### src/rtl/line_engine.sv
// Bresenham line rasteriser: CPU-side shadow registers, per-line snapshot,
// and a pixel stream with valid/ready handshake and screen clipping.
module line_engine #(
    parameter int SCREEN_W = 800,
    parameter int SCREEN_H = 600
) (
    input  logic        clk,
    input  logic        rst_n,
    input  logic [31:0] line_color,
    input  logic [9:0]  line_point,
    input  logic        line_color_valid,
    input  logic        line_x0_valid,
    input  logic        line_y0_valid,
    input  logic        line_x1_valid,
    input  logic        line_y1_valid,
    input  logic        line_trigger,
    output logic        line_ready,
    output logic        px_valid,
    input  logic        px_ready,
    output logic [9:0]  px_x,
    output logic [9:0]  px_y,
    output logic [23:0] px_color
);

    typedef enum logic [1:0] {IDLE, SETUP, DRAW, DONE} state_t;

    localparam logic signed [11:0] COL_LIM = 12'(SCREEN_W);
    localparam logic signed [11:0] ROW_LIM = 12'(SCREEN_H);

    state_t state, state_next;

    logic [23:0] color_sh, color_w;
    logic [9:0]  x0_sh, y0_sh, x1_sh, y1_sh;
    logic [9:0]  x0_w, y0_w, x1_w, y1_w;

    logic signed [11:0] cur_x, cur_y, x_end, dx, dy, err, ystep;
    logic               steep;

    logic signed [11:0] sx0, sy0, sx1, sy1, adx, ady;
    logic signed [11:0] ax0, ay0, ax1, ay1, bx0, by0, bx1, by1;
    logic signed [11:0] set_dx, set_dy, set_ystep;
    logic               set_steep;

    logic signed [11:0] err_dec, err_next, y_next, pix_col, pix_row;
    logic               in_screen, step_go, last_step, accept;

    logic unused_color_bits;
    assign unused_color_bits = ^line_color[31:24];

    assign accept = line_trigger && (state == IDLE);

    // Shadow registers take their operand on any strobe, regardless of state.
    always_ff @(posedge clk or negedge rst_n) begin
        if (!rst_n) begin
            color_sh <= '0;
            x0_sh    <= '0;
            y0_sh    <= '0;
            x1_sh    <= '0;
            y1_sh    <= '0;
        end else begin
            if (line_color_valid) color_sh <= line_color[23:0];
            if (line_x0_valid)    x0_sh    <= line_point;
            if (line_y0_valid)    y0_sh    <= line_point;
            if (line_x1_valid)    x1_sh    <= line_point;
            if (line_y1_valid)    y1_sh    <= line_point;
        end
    end

    // Endpoint normalisation so the loop always walks +1 along the major axis.
    always_comb begin
        sx0 = $signed({2'b00, x0_w});
        sy0 = $signed({2'b00, y0_w});
        sx1 = $signed({2'b00, x1_w});
        sy1 = $signed({2'b00, y1_w});
        adx = (sx1 >= sx0) ? sx1 - sx0 : sx0 - sx1;
        ady = (sy1 >= sy0) ? sy1 - sy0 : sy0 - sy1;
        set_steep = ady > adx;
        ax0 = set_steep ? sy0 : sx0;
        ay0 = set_steep ? sx0 : sy0;
        ax1 = set_steep ? sy1 : sx1;
        ay1 = set_steep ? sx1 : sy1;
        bx0 = (ax0 > ax1) ? ax1 : ax0;
        by0 = (ax0 > ax1) ? ay1 : ay0;
        bx1 = (ax0 > ax1) ? ax0 : ax1;
        by1 = (ax0 > ax1) ? ay0 : ay1;
        set_dx    = bx1 - bx0;
        set_dy    = (by1 >= by0) ? by1 - by0 : by0 - by1;
        set_ystep = (by0 < by1) ? 12'sd1 : -12'sd1;
    end

    always_comb begin
        err_dec   = err - dy;
        err_next  = (err_dec < 0) ? err_dec + dx : err_dec;
        y_next    = (err_dec < 0) ? cur_y + ystep : cur_y;
        pix_col   = steep ? cur_y : cur_x;
        pix_row   = steep ? cur_x : cur_y;
        in_screen = (pix_col < COL_LIM) && (pix_row < ROW_LIM);
        step_go   = (state == DRAW) && (!in_screen || px_ready);
        last_step = (cur_x == x_end);
    end

    // Working registers: snapshot on accept, setup once, then step per pixel.
    always_ff @(posedge clk or negedge rst_n) begin
        if (!rst_n) begin
            color_w <= '0;
            x0_w    <= '0;
            y0_w    <= '0;
            x1_w    <= '0;
            y1_w    <= '0;
            cur_x   <= '0;
            cur_y   <= '0;
            x_end   <= '0;
            dx      <= '0;
            dy      <= '0;
            err     <= '0;
            ystep   <= '0;
            steep   <= 1'b0;
        end else begin
            if (accept) begin
                color_w <= line_color_valid ? line_color[23:0] : color_sh;
                x0_w    <= line_x0_valid ? line_point : x0_sh;
                y0_w    <= line_y0_valid ? line_point : y0_sh;
                x1_w    <= line_x1_valid ? line_point : x1_sh;
                y1_w    <= line_y1_valid ? line_point : y1_sh;
            end
            if (state == SETUP) begin
                cur_x <= bx0;
                cur_y <= by0;
                x_end <= bx1;
                dx    <= set_dx;
                dy    <= set_dy;
                err   <= set_dx >>> 1;
                ystep <= set_ystep;
                steep <= set_steep;
            end else if (step_go) begin
                cur_x <= cur_x + 12'sd1;
                cur_y <= y_next;
                err   <= err_next;
            end
        end
    end

    always_ff @(posedge clk or negedge rst_n) begin
        if (!rst_n) state <= IDLE;
        else        state <= state_next;
    end

    always_comb begin
        state_next = state;
        case (state)
            IDLE:    if (accept) state_next = SETUP;
            SETUP:   state_next = DRAW;
            DRAW:    if (step_go && last_step) state_next = DONE;
            DONE:    state_next = IDLE;
            default: state_next = IDLE;
        endcase
    end

    always_comb begin
        line_ready = (state == IDLE);
        px_valid   = (state == DRAW) && in_screen;
    end

    assign px_x     = pix_col[9:0];
    assign px_y     = pix_row[9:0];
    assign px_color = color_w;

endmodule

### config.mk
export PLATFORM = sky130hd
export DESIGN_NAME = line_engine
export DESIGN_NICKNAME = d
export VERILOG_FILES = /design/src/rtl/line_engine.sv
export SDC_FILE = /design/constraint.sdc
export NUM_CORES = 1
export LEC_CHECK = 0
export BUFFER_PORTS_ARGS = -buffer_cell sky130_fd_sc_hd__buf_2
export CAP_MARGIN = 20
export CORE_UTILIZATION = 35
export CTS_BUF_LIST = sky130_fd_sc_hd__clkbuf_8 sky130_fd_sc_hd__clkbuf_16
export DETAILED_ROUTE_END_ITERATION = 10
export PLACE_DENSITY_LB_ADDON = 0.2
export SLEW_MARGIN = 15
export SYNTH_ARGS = -nofsm -noshare
export SYNTH_HDL_FRONTEND = slang
export SYNTH_SLANG_ARGS = --single-unit
### constraint.sdc
create_clock -name clk -period 15 [get_ports clk]
set_clock_uncertainty 0.05 [all_clocks]
set_input_delay 0.75 -clock clk [delete_from_list [all_inputs] [get_ports clk]]
set_output_delay 0.75 -clock clk [all_outputs]
set_load 0.02 [all_outputs]
# Word level (Yosys, flattened, before mapping)
# Index checks and enable logic that the tools add are counted.
# classes
eq_ne	6
n_addsub	11
n_lt_le_gt_ge	9
n_mux	30
n_reduce_logical	12
# ops
operator	count
12-bit two-way mux	14
10-bit two-way mux	12
10-bit by 10-bit subtractor with 11-bit output	7
10-bit greater-or-equal comparator	3
12-bit adder	2
12-bit by 11-bit less-than comparator with 1-bit output, second input constant	2
24-bit two-way mux	1
12-bit by 2-bit adder with 12-bit output, second input constant	1
12-bit equality test	1
12-bit > comparator	1
12-bit by 1-bit less-than comparator with 1-bit output, second input constant	1
12-bit subtractor	1
10-bit > comparator	1
10-bit less-than comparator	1
2-bit case mux with 4 select lines	1
1-bit logical AND	5
2-bit equality test, second input constant	2
2-bit two-way mux	2
2-bit by 1-bit != test with 1-bit output, second input constant	2
2-bit AND reduction	2
2-bit nonzero test	2
2-bit by 1-bit equality test with 1-bit output, second input constant	1
2-bit zero test	1
1-bit zero test	1
1-bit logical OR	1
# totals
out_inout_bits	46
reg_bits	215
in_bits	51

# Depth between registers and ports, before layout
# Gate-level depths: netlist of the first run.
# logic_depth
depth_word	9
ltp_mapped	53
depth_no_buf	45

# Worst setup path before layout of the first run
# No wires, ideal clock.
# synth_path
path_type	register to register
start	reg x0_w[1]
end	reg dy[8]
slack_ns	4.528
setup_ns	0.087
arrival_time_ns	10.335
required_time_ns	14.863
path_stages_with_launch	52
cell_sequence	dfrtp_1 inv_1 ha_1 nor2b_1 o21a_1 o21a_1 o21ai_0 a21oi_1 o22ai_1 clkbuf_1 mux2i_1 o21ai_0 a21oi_1 o21ai_0 a311oi_1 xor2_1 ha_1 and3_1 [16 not listed] clkbuf_1 o21ai_0 mux2i_1 inv_1 ha_1 nand2b_1 a21oi_1 o21bai_1 a21oi_1 o21bai_1 a2111oi_0 o22ai_1 clkbuf_1 mux2i_1 o22ai_1 a41oi_1 mux2_2 o211ai_1
# synth_via
elab_chain_cells	8
# synth_rtl
element	line	source
start: declaration	34	logic [9:0] x0_w, y0_w, x1_w, y1_w;
start signal: assignment	121	x0_w <= line_x0_valid ? line_point : x0_sh;
10-bit by 10-bit subtractor with 11-bit output or 10-bit greater-or-equal comparator (tied branches)	75	adx = (sx1 >= sx0) ? sx1 - sx0 : sx0 - sx1;
12-bit two-way mux	75	
12-bit > comparator	77	set_steep = ady > adx;
10-bit two-way mux (on tied branches)	78, 80	
10-bit > comparator	83, 85	
10-bit two-way mux (on tied branches)	83, 85	
10-bit by 10-bit subtractor with 11-bit output or 10-bit greater-or-equal comparator (tied branches)	87	set_dy = (by1 >= by0) ? by1 - by0 : by0 - by1;
12-bit two-way mux *	87	
end signal: assignment	131	dy <= set_dy;
end: declaration	36	logic signed [11:0] cur_x, cur_y, x_end, dx, dy, err, ystep;
# Mark *: on every way between the ends. The rest lies on a longest branch, timed or not.
# A chain may end at the register's enable or synchronous reset.

# Final worst setup path of the first run
# layout_path
start	reg y0_w[0]
end	reg dy[8]
# layout_via
elab_chain_cells	8
# layout_rtl
element	line	source
start: declaration	34	
start signal: assignment	122	y0_w <= line_y0_valid ? line_point : y0_sh;
10-bit by 10-bit subtractor with 11-bit output or 10-bit greater-or-equal comparator (tied branches)	76	ady = (sy1 >= sy0) ? sy1 - sy0 : sy0 - sy1;
12-bit two-way mux	76	
12-bit > comparator	77	
10-bit two-way mux (on tied branches)	78, 80	
10-bit > comparator	83, 85	
10-bit two-way mux (on tied branches)	83, 85	
10-bit by 10-bit subtractor with 11-bit output or 10-bit greater-or-equal comparator (tied branches)	87	
12-bit two-way mux *	87	
# Marked as above.

==> results of run 1 <==
state kept, by name (all words and copies together), names as in the netlist:
| name | cells |
|---|---|
| color_sh | 24 |
| cur_x | 12 |
| cur_y | 12 |
| dx | 11 |
| dy | 11 |
| err | 12 |
| px_color | 24 |
| state | 2 |
| steep | 1 |
| x0_sh | 10 |
| x0_w | 10 |
| x1_sh | 10 |
| x1_w | 10 |
| x_end | 10 |
| y0_sh | 10 |
| y0_w | 10 |
| y1_sh | 10 |
| y1_w | 10 |
| ystep | 2 |
worst max-delay path by stage:
stage | from | to | slack [ps]
floorplan | x0_w[1]$_DFFE_PN0P_ | dy[8]$_DFFE_PN0P_ | 4530
global placement | y0_w[0]$_DFFE_PN0P_ | dy[8]$_DFFE_PN0P_ | 2540
detailed placement | y0_w[0]$_DFFE_PN0P_ | dy[8]$_DFFE_PN0P_ | 2350
CTS | y0_w[0]$_DFFE_PN0P_ | dy[8]$_DFFE_PN0P_ | 2220
global route | y0_w[0]$_DFFE_PN0P_ | dy[8]$_DFFE_PN0P_ | 1150
finish | y0_w[0]$_DFFE_PN0P_ | dy[8]$_DFFE_PN0P_ | 2190
cell type report:
| cell class | count | share of cell area |
|---|---|---|
| multi-input combinational | 1179 | 0.535 |
| sequential | 201 | 0.311 |
| clock buffer | 30 | 0.0429 |
| tap | 525 | 0.0406 |
| timing repair buffer | 100 | 0.0338 |
| inverter | 124 | 0.0288 |
| clock inverter | 15 | 0.00851 |
routing by layer:
metal,global-route usage,share of wire,up-vias
li1,-,-,5623
met1,0.273,0.50,5682
met2,0.288,0.44,205
met3,0.0240,0.039,38
met4,0.0349,0.017,0
met5,0,0,-
through the flow:
step                       util  hold slack [ps]  area, sq um  cells
final                     0.403              136        16200   2174
after global routing      0.403              182        16200   2174
after CTS                 0.402              160        16200   2173
after detailed placement  0.382              419        15300   2128
after global placement    0.382              411        15300   2128
after floorplan               -              391        14400   1576
cell families after synthesis:
| logic type | after synthesis |
|---|---|
| AO/OA/AOI/OAI | 397 |
| XOR/XNOR | 74 |
| adder cells (fa/ha/maj) | 129 |
| buffers and inverters | 196 |
| flip-flops | 201 |
| multiplexers | 201 |
| AND/OR/NAND/NOR | 378 |
layout by cell type (no fill, tap or decap), types with 8 or more instances in the layout:
master	synthesis	final
nand3_1	33	33
o21a_1	11	11
nor2_1	83	83
o22ai_1	9	9
buf_4	0	11
o21ai_0	149	149
and3_1	13	13
mux2i_1	66	66
buf_2	11	87
nand2_1	170	170
a21o_1	14	14
o211ai_1	11	11
inv_1	123	130
clkbuf_16	0	25
xor2_1	25	25
dfrtp_1	201	201
and2_1	9	8
ha_1	117	116
nor3_1	16	16
a21oi_1	102	102
xnor2_1	48	48
mux2_2	135	135
fa_1	9	9
o21bai_1	17	17
a21boi_0	8	8
nor2b_1	17	17
a211oi_1	14	14
critical path: cells and delay by family, from the launching register on:
kind,cells,cell delay [ps]
fa+ha+maj,4,1590
mux,3,950
simple gates,7,1610
buf+inv,4,1420
compound gates,25,6590
flops,1,450
==> flow_summary_export.csv, run 1 <==
group,metric,value,unit
floorplan,start_util,0.358,
layout,finish.net_count,1808,
hold_path,hold_class,"input port to async pin",
clocking,root_buffer,"clkbuf_16",
timing,setup_viol,0,
detailed_routing,via_per_inst,5.31,
worst_setup_path,worstSetupStartpointType,"flop",
yosys,ys.flop_type,"dfrtp_1",
detailed_routing,drcViolationCount,0,
detailed_routing,routed_wl,38700,um
detailed_routing,num_vias,11500,
placed_design,pre_cts_ws,2350,ps
global_route,track_usage,0.185,
layout,seqCellArea,5030,sq um
yosys,synth.cells.most_frequent,"dfrtp_1 (201), nand2_1 (170), o21ai_0 (149), mux2_2 (135), inv_1 (123)",
yosys,synth_top_family_by_area,"compound AO/OA/AOI/OAI gates",
outcome,status,"finished clean",
timing,final-max-slew-violation-count,0,
floorplan,die_area,42000,sq um
clocking,cts.sinks,201,
yosys,ys_async_sr_fraction,1.00,
clocking,cts_tree,"yes",
yosys,yosysUniqueCellTypes,69,
yosys,ys_ff_latch,201,
clocking,clk-insertion-delay-late,560,ps
floorplan,die_h,205,um
worst_setup_path,worstPathArrival,13230,ps
detailed_routing,wl_per_cell,17.8,um
yosys,yosys.area_share.simple,0.117,
layout,multi_input_area,8650,sq um
yosys,synth_compound_area_frac,0.169,
worst_setup_path,critPathSlowestCell,"buf_4",
floorplan,rows,73,
layout,n_antenna_cell,0,
yosys,muxShareOfSynthArea,0.151,
worst_setup_path,rr_worst_depth,43,
clocking,cts_resized,0,
worst_setup_path,timing.rr.start,"y0_w[0]$_DFFE_PN0P_",
clocking,clock_path_buffers,3,
yosys,syn_area,14400,sq um
worst_setup_path,cpMostUsedCell,"a21oi_1",
timing,fmaxAchievable,0.0780,GHz
placed_design,gp_congestion,0.877,
timing,postLayoutSetupSlackWorst,2190,ps
timing,period_needed,12810,ps
worst_setup_path,r2r-end,"dy[8]$_DFFE_PN0P_",
detailed_routing,drtIter0Drc,775,
clocking,h-tree-depth,1,
global_route,grt_pass1_wl,61600,um
timing,slew_headroom,0.281,
yosys,synth_cells,1576,
yosys,syn_nets,1753,
yosys,yosysTopAreaCell,"dfrtp_1",
placed_design,portBuffers,88,
worst_setup_path,worstPathMaxFanout,70,
detailed_routing,postRouteAntennaNets,0,
detailed_routing,firstDrtPassIters,5,
floorplan,boundaryPins,97,
yosys,seq_area_frac_synth,0.349,
clocking,numCtsBuffers,25,
global_route,grt.overflow.total,0,
timing,hold_viol,0,
clocking,hold_buffers,0,
worst_setup_path,max_stage_delay,710,ps
yosys,synthAdderAreaFrac,0.116,
timing,finalCritPeriodShare,0.854,
yosys,yosys.area.top_type_share,0.349,
global_route,grt_max_degree,83,
timing,worst_pin_slew,1070,ps
yosys,ys_warn_count,0,
layout,area_growth,12.3,%
worst_setup_path,required,15420,ps
yosys,synth_xor_area_frac,0.0455,
layout,nFillCells,4029,
timing,rsz0062_at_grt,"no",
yosys,synth-edff-count,0,
yosys,yosys.cell_count.top_type,"dfrtp_1",
placed_design,place.detailed.hpwl,28800,um
layout,layout-drive-gt1-share,0.175,
clocking,cts_setup_buffers,0,
worst_setup_path,path_class,"flop to flop",
timing,setup_tns,0,ps
worst_setup_path,reg2reg_slack,2190,ps
yosys,synth_area_leaders,"dfrtp_1 (35%), mux2_2 (11%), ha_1 (10%)",
floorplan,die_w,205,um
worst_setup_path,endpoint_kind,"flop",
global_route,grt_pass1_vias,11300,
flow_run,cap_violations,0,
yosys,synth_area_per_cell,9.14,sq um
global_route,antenna_found_initial,0,
floorplan,core-area,40200,sq um
clocking,cts.clk_slew.worst_paths,60,ps
Power of run 1 is not shown: default switching activity piles up to over one toggle a cycle in this logic, so the estimate is an artifact.
==> inputs of run 2 (changes only) <==
--- a/config.mk
+++ b/config.mk
@@ -5,11 +5,12 @@
 export SDC_FILE = /design/constraint.sdc
 export NUM_CORES = 1
 export LEC_CHECK = 0
-export BUFFER_PORTS_ARGS = -buffer_cell sky130_fd_sc_hd__buf_2
 export CAP_MARGIN = 20
+export CORE_MARGIN = 5
 export CORE_UTILIZATION = 35
 export CTS_BUF_LIST = sky130_fd_sc_hd__clkbuf_8 sky130_fd_sc_hd__clkbuf_16
 export DETAILED_ROUTE_END_ITERATION = 10
+export DONT_BUFFER_PORTS = 1
 export PLACE_DENSITY_LB_ADDON = 0.2
 export SLEW_MARGIN = 15
 export SYNTH_ARGS = -nofsm -noshare
==> flow_summary_export.csv, run 2 (same netlist as run 1, synthesis figures left out) <==
group,metric,value,unit
global_route,grt_pass1_vias,10900,
layout,final_cell_mix,"dfrtp_1 (201), nand2_1 (170), o21ai_0 (149)",
timing,final-max-slew-violation-count,0,
global_route,grt_pass1_wl,61600,um
hold_path,hold_class,"input port to async pin",
placed_design,place.detailed.hpwl,29100,um
global_route,grt.overflow.total,0,
detailed_routing,routed_wl,38900,um
timing,finalCritPeriodShare,0.858,
timing,period_needed,12870,ps
flow_run,cap_violations,0,
floorplan,boundaryPins,97,
detailed_routing,via_per_inst,5.32,
timing,postLayoutSetupSlackWorst,2130,ps
timing,hold_viol,0,
clocking,clk-insertion-delay-late,540,ps
floorplan,core-area,40700,sq um
clocking,cts.clk_slew.worst_paths,60,ps
clocking,h-tree-depth,1,
detailed_routing,drcViolationCount,0,
clocking,cts_setup_buffers,0,
worst_setup_path,max_stage_delay,680,ps
floorplan,die_area,45300,sq um
timing,setup_viol,0,
worst_setup_path,endpoint_kind,"flop",
detailed_routing,postRouteAntennaNets,0,
timing,worst_pin_slew,788,ps
detailed_routing,firstDrtPassIters,5,
worst_setup_path,worstSetupStartpointType,"flop",
global_route,grt_max_degree,202,
detailed_routing,wl_per_cell,18.6,um
layout,layout-drive-gt1-share,0.129,
layout,fin_cells,2090,
floorplan,die_w,213,um
timing,rsz0062_at_grt,"no",
placed_design,pre_cts_ws,2320,ps
clocking,root_buffer,"clkbuf_16",
clocking,cts_tree,"yes",
placed_design,dp.cells,2045,
floorplan,rows,74,
timing,fmaxAchievable,0.0777,GHz
placed_design,gp_congestion,0.877,
clocking,numCtsBuffers,25,
worst_setup_path,critPathSlowestCell,"buf_4",
floorplan,start_util,0.354,
worst_setup_path,required,15410,ps
timing,setup_tns,0,ps
global_route,antenna_found_initial,1,
clocking,cts.sinks,201,
detailed_routing,num_vias,11100,
timing,slew_headroom,0.475,
detailed_routing,drtIter0Drc,901,
worst_setup_path,path_class,"flop to flop",
outcome,status,"finished clean",
floorplan,die_h,213,um
worst_setup_path,worstPathMaxFanout,67,
worst_setup_path,cpMostUsedCell,"a21oi_1",
placed_design,place_area,14900,sq um
layout,n_antenna_cell,0,
global_route,track_usage,0.169,
layout,fin_area,15700,sq um
placed_design,portBuffers,0,
worst_setup_path,worstPathArrival,13280,ps
layout,area_growth,9.21,%
clocking,clock_path_buffers,3,
layout,finish.net_count,1721,
layout,layout_commonest_cell,"dfrtp_1",
run 2: changes by cell type in the layout (fill, tap and decap cells not counted), sizes merged:
| cell | before | now |
|---|---|---|
| clkinvlp | 1 | 2 |
| inv | 131 | 128 |
| bufinv | 2 | 0 |
| buf | 99 | 13 |
| clkinv | 5 | 4 |
run 2: critical path, delay by kind of cell, from the launching register on:
family / cells / cell delay (ps)
compound gates: 24 / 5890
buf+inv: 6 / 2060
fa+ha+maj: 4 / 1470
simple gates: 6 / 1360
flops: 1 / 450
mux: 4 / 1420
run 2: final timing paths:
| kind | slack (ps) | from | end | cells past startpoint |
|---|---|---|---|---|
| min in group clk | 320 | line_color[18] | color_sh[18]$_DFF_PN0_ | 1 |
| worst min register to register | 440 | ystep[0]$_DFFE_PN0P_ | ystep[0]$_DFFE_PN0P_ | 1 |
| max in group asynchronous | 13810 | rst_n | x1_sh[6]$_DFF_PN0_ | 2 |
| worst max-delay path | 2130 | y0_w[0]$_DFFE_PN0P_ | dy[8]$_DFFE_PN0P_ | 44 |
| worst max register to register | 2130 | y0_w[0]$_DFFE_PN0P_ | dy[8]$_DFFE_PN0P_ | 44 |
| worst min-delay path | 20 | rst_n | cur_y[9]$_DFFE_PN0P_ | 1 |
run 2: through the flow:
| stage | hold WS [ps] | util |
|---|---|---|
| after floorplan | 391 | - |
| after global placement | 406 | 0.365 |
| after detailed placement | 409 | 0.365 |
| after CTS | 283 | 0.385 |
| after global routing | 35.8 | 0.386 |
| final | 22.2 | 0.386 |
run 2: timing repair:
item | 4_1_cts | 5_1_grt
hold buffers | 1 | 0
endpoints found under the hold margin | 201 | 0
resized for setup | 0 | 0
run 2: cell type report:
class / instances / area [sq um]
fillers: 4145 / 25000
clock buffers: 31 / 708
flip-flops and latches: 201 / 5030
well taps: 532 / 666
repair buffers: 13 / 145
multi-input cells: 1179 / 8650
clock inverters: 10 / 70.1
inverters: 124 / 465
run 2: per-layer routing:
metal | vias to the layer above | global-route usage | wire [um]
met5 | - | 0 | 13
met4 | 2 | 0.0307 | 694
met3 | 46 | 0.0263 | 1720
met2 | 179 | 0.266 | 17700
met1 | 5460 | 0.249 | 18800
li1 | 5438 | - | -
Power of run 2 is left out for the same reason.
==> inputs of run 3 (changes only) <==
--- a/config.mk
+++ b/config.mk
@@ -12,6 +12,7 @@
 export DETAILED_ROUTE_END_ITERATION = 10
 export DONT_BUFFER_PORTS = 1
 export PLACE_DENSITY_LB_ADDON = 0.2
+export RECOVER_POWER = 25
 export SLEW_MARGIN = 15
 export SYNTH_ARGS = -nofsm -noshare
 export SYNTH_HDL_FRONTEND = slang
==> flow_summary_export.csv, run 3 (same netlist as run 1, synthesis figures left out) <==
group,metric,value,unit
flow_run,cap_violations,1,
detailed_routing,drcViolationCount,0,
worst_setup_path,endpoint_kind,"flop",
floorplan,core-area,40700,sq um
floorplan,boundaryPins,97,
clocking,root_buffer,"clkbuf_16",
global_route,grt.overflow.total,0,
detailed_routing,routed_wl,38800,um
clocking,cts_tree,"yes",
timing,setup_tns,0,ps
clocking,cts.clk_slew.worst_paths,60,ps
clocking,clk-insertion-delay-late,540,ps
outcome,violations,"max-capacitance violations, max-slew violations",
floorplan,rows,74,
clocking,numCtsBuffers,25,
layout,layout-drive-gt1-share,0.128,
timing,final-max-slew-violation-count,64,
global_route,track_usage,0.169,
clocking,clock_path_buffers,3,
global_route,grt_max_degree,202,
outcome,status,"complete, but fails checks",
detailed_routing,num_vias,11100,
global_route,grt_pass1_wl,61600,um
worst_setup_path,path_class,"flop to flop",
worst_setup_path,worstSetupStartpointType,"flop",
worst_setup_path,cp_top_family,"compound AO/OA/AOI/OAI gates",
worst_setup_path,max_stage_delay,680,ps
timing,fmaxAchievable,0.0778,GHz
placed_design,place_area,14900,sq um
global_route,antenna_found_initial,1,
global_route,grt_pass1_vias,10900,
layout,finish.net_count,1721,
layout,final_cell_mix,"dfrtp_1 (201), nand2_1 (170), o21ai_0 (149)",
worst_setup_path,cpMostUsedCell,"a21oi_1",
detailed_routing,drtIter0Drc,921,
timing,hold_viol,0,
layout,fin_area,15700,sq um
layout,n_antenna_cell,0,
floorplan,die_w,213,um
layout,area_growth,9.05,%
worst_setup_path,timing.rr.start,"y0_w[0]$_DFFE_PN0P_",
floorplan,start_util,0.354,
layout,layout_commonest_cell,"dfrtp_1",
worst_setup_path,required,15410,ps
worst_setup_path,critPathSlowestCell,"buf_4",
worst_setup_path,startpoint,"y0_w[0]$_DFFE_PN0P_",
clocking,h-tree-depth,1,
clocking,cts_resized,0,
floorplan,die_h,213,um
timing,finalCritPeriodShare,0.857,
timing,slew_headroom,-1.43,
detailed_routing,via_per_inst,5.32,
clocking,cts.sinks,201,
detailed_routing,wl_per_cell,18.6,um
timing,period_needed,12850,ps
detailed_routing,postRouteAntennaNets,0,
worst_setup_path,worstPathMaxFanout,67,
placed_design,gp_congestion,0.877,
worst_setup_path,crit_buf_inv,6,
hold_path,min_from,"line_color[18]",
placed_design,portBuffers,0,
timing,worst_pin_slew,3650,ps
placed_design,place.detailed.hpwl,29100,um
detailed_routing,firstDrtPassIters,5,
floorplan,die_area,45300,sq um
hold_path,hold_class,"input port to flop",
worst_setup_path,worstPathArrival,13260,ps
timing,setup_viol,0,
timing,rsz0062_at_grt,"no",
run 3: changes by cell type in the layout (fill, tap and decap cells not counted), sizes merged:
| cell | change |
|---|---|
| buf | -1 |
| clkbuf | +1 |
run 3: through the flow:
stage	hold WS (ps)	worst slack, ps	utilization	cells
finish	322	2150	0.386	2090
global route	291	1050	0.386	2090
CTS	283	2210	0.385	2087
detailed placement	409	2320	0.365	2045
global placement	406	2490	0.365	2045
floorplan	391	4530	-	1576
run 3: timing repair:
item,in CTS,in global routing
setup endpoints to repair,0,0
endpoints found under the hold margin,201,0
hold buffers,1,0
buffers inserted,0,0
run 3: worst reg2reg max path, delay by kind of cell (launching register included):
kind | cells | cell delay [ps]
simple gates | 6 | 1360
fa+ha+maj | 4 | 1470
compound gates | 24 | 5880
flops | 1 | 450
mux | 4 | 1500
buf+inv | 6 | 2060
run 3: cell type report:
cell class                 instances  area [sq um]
clock buffer                      31           708
timing repair buffer              13           121
fill                            4149         25000
clock inverter                    10          70.1
multi-input combinational       1179          8650
sequential                       201          5030
inverter                         124           465
tap                              532           666
run 3: path summary, 6_finish.rpt:
| check | endpoint | slack, ps | cells past startpoint |
|---|---|---|---|
| hold / removal | color_sh[18]$_DFF_PN0_ | 320 | 1 |
| setup / recovery | dy[8]$_DFFE_PN0P_ | 2150 | 44 |
| setup reg to reg | dy[8]$_DFFE_PN0P_ | 2150 | 44 |
| min in group asynchronous | cur_y[9]$_DFFE_PN0P_ | 1380 | 1 |
| max in group asynchronous | y1_sh[7]$_DFF_PN0_ | 11420 | 1 |
| hold reg to reg | ystep[0]$_DFFE_PN0P_ | 440 | 1 |
run 3: metal layers:
metal,part of all wire,GRT usage,up-vias
li1,-,-,5444
met1,0.48,0.249,5422
met2,0.45,0.266,211
met3,0.048,0.0263,46
met4,0.018,0.0307,2
met5,0.00033,0,-
Power of run 3 is left out for the same reason.
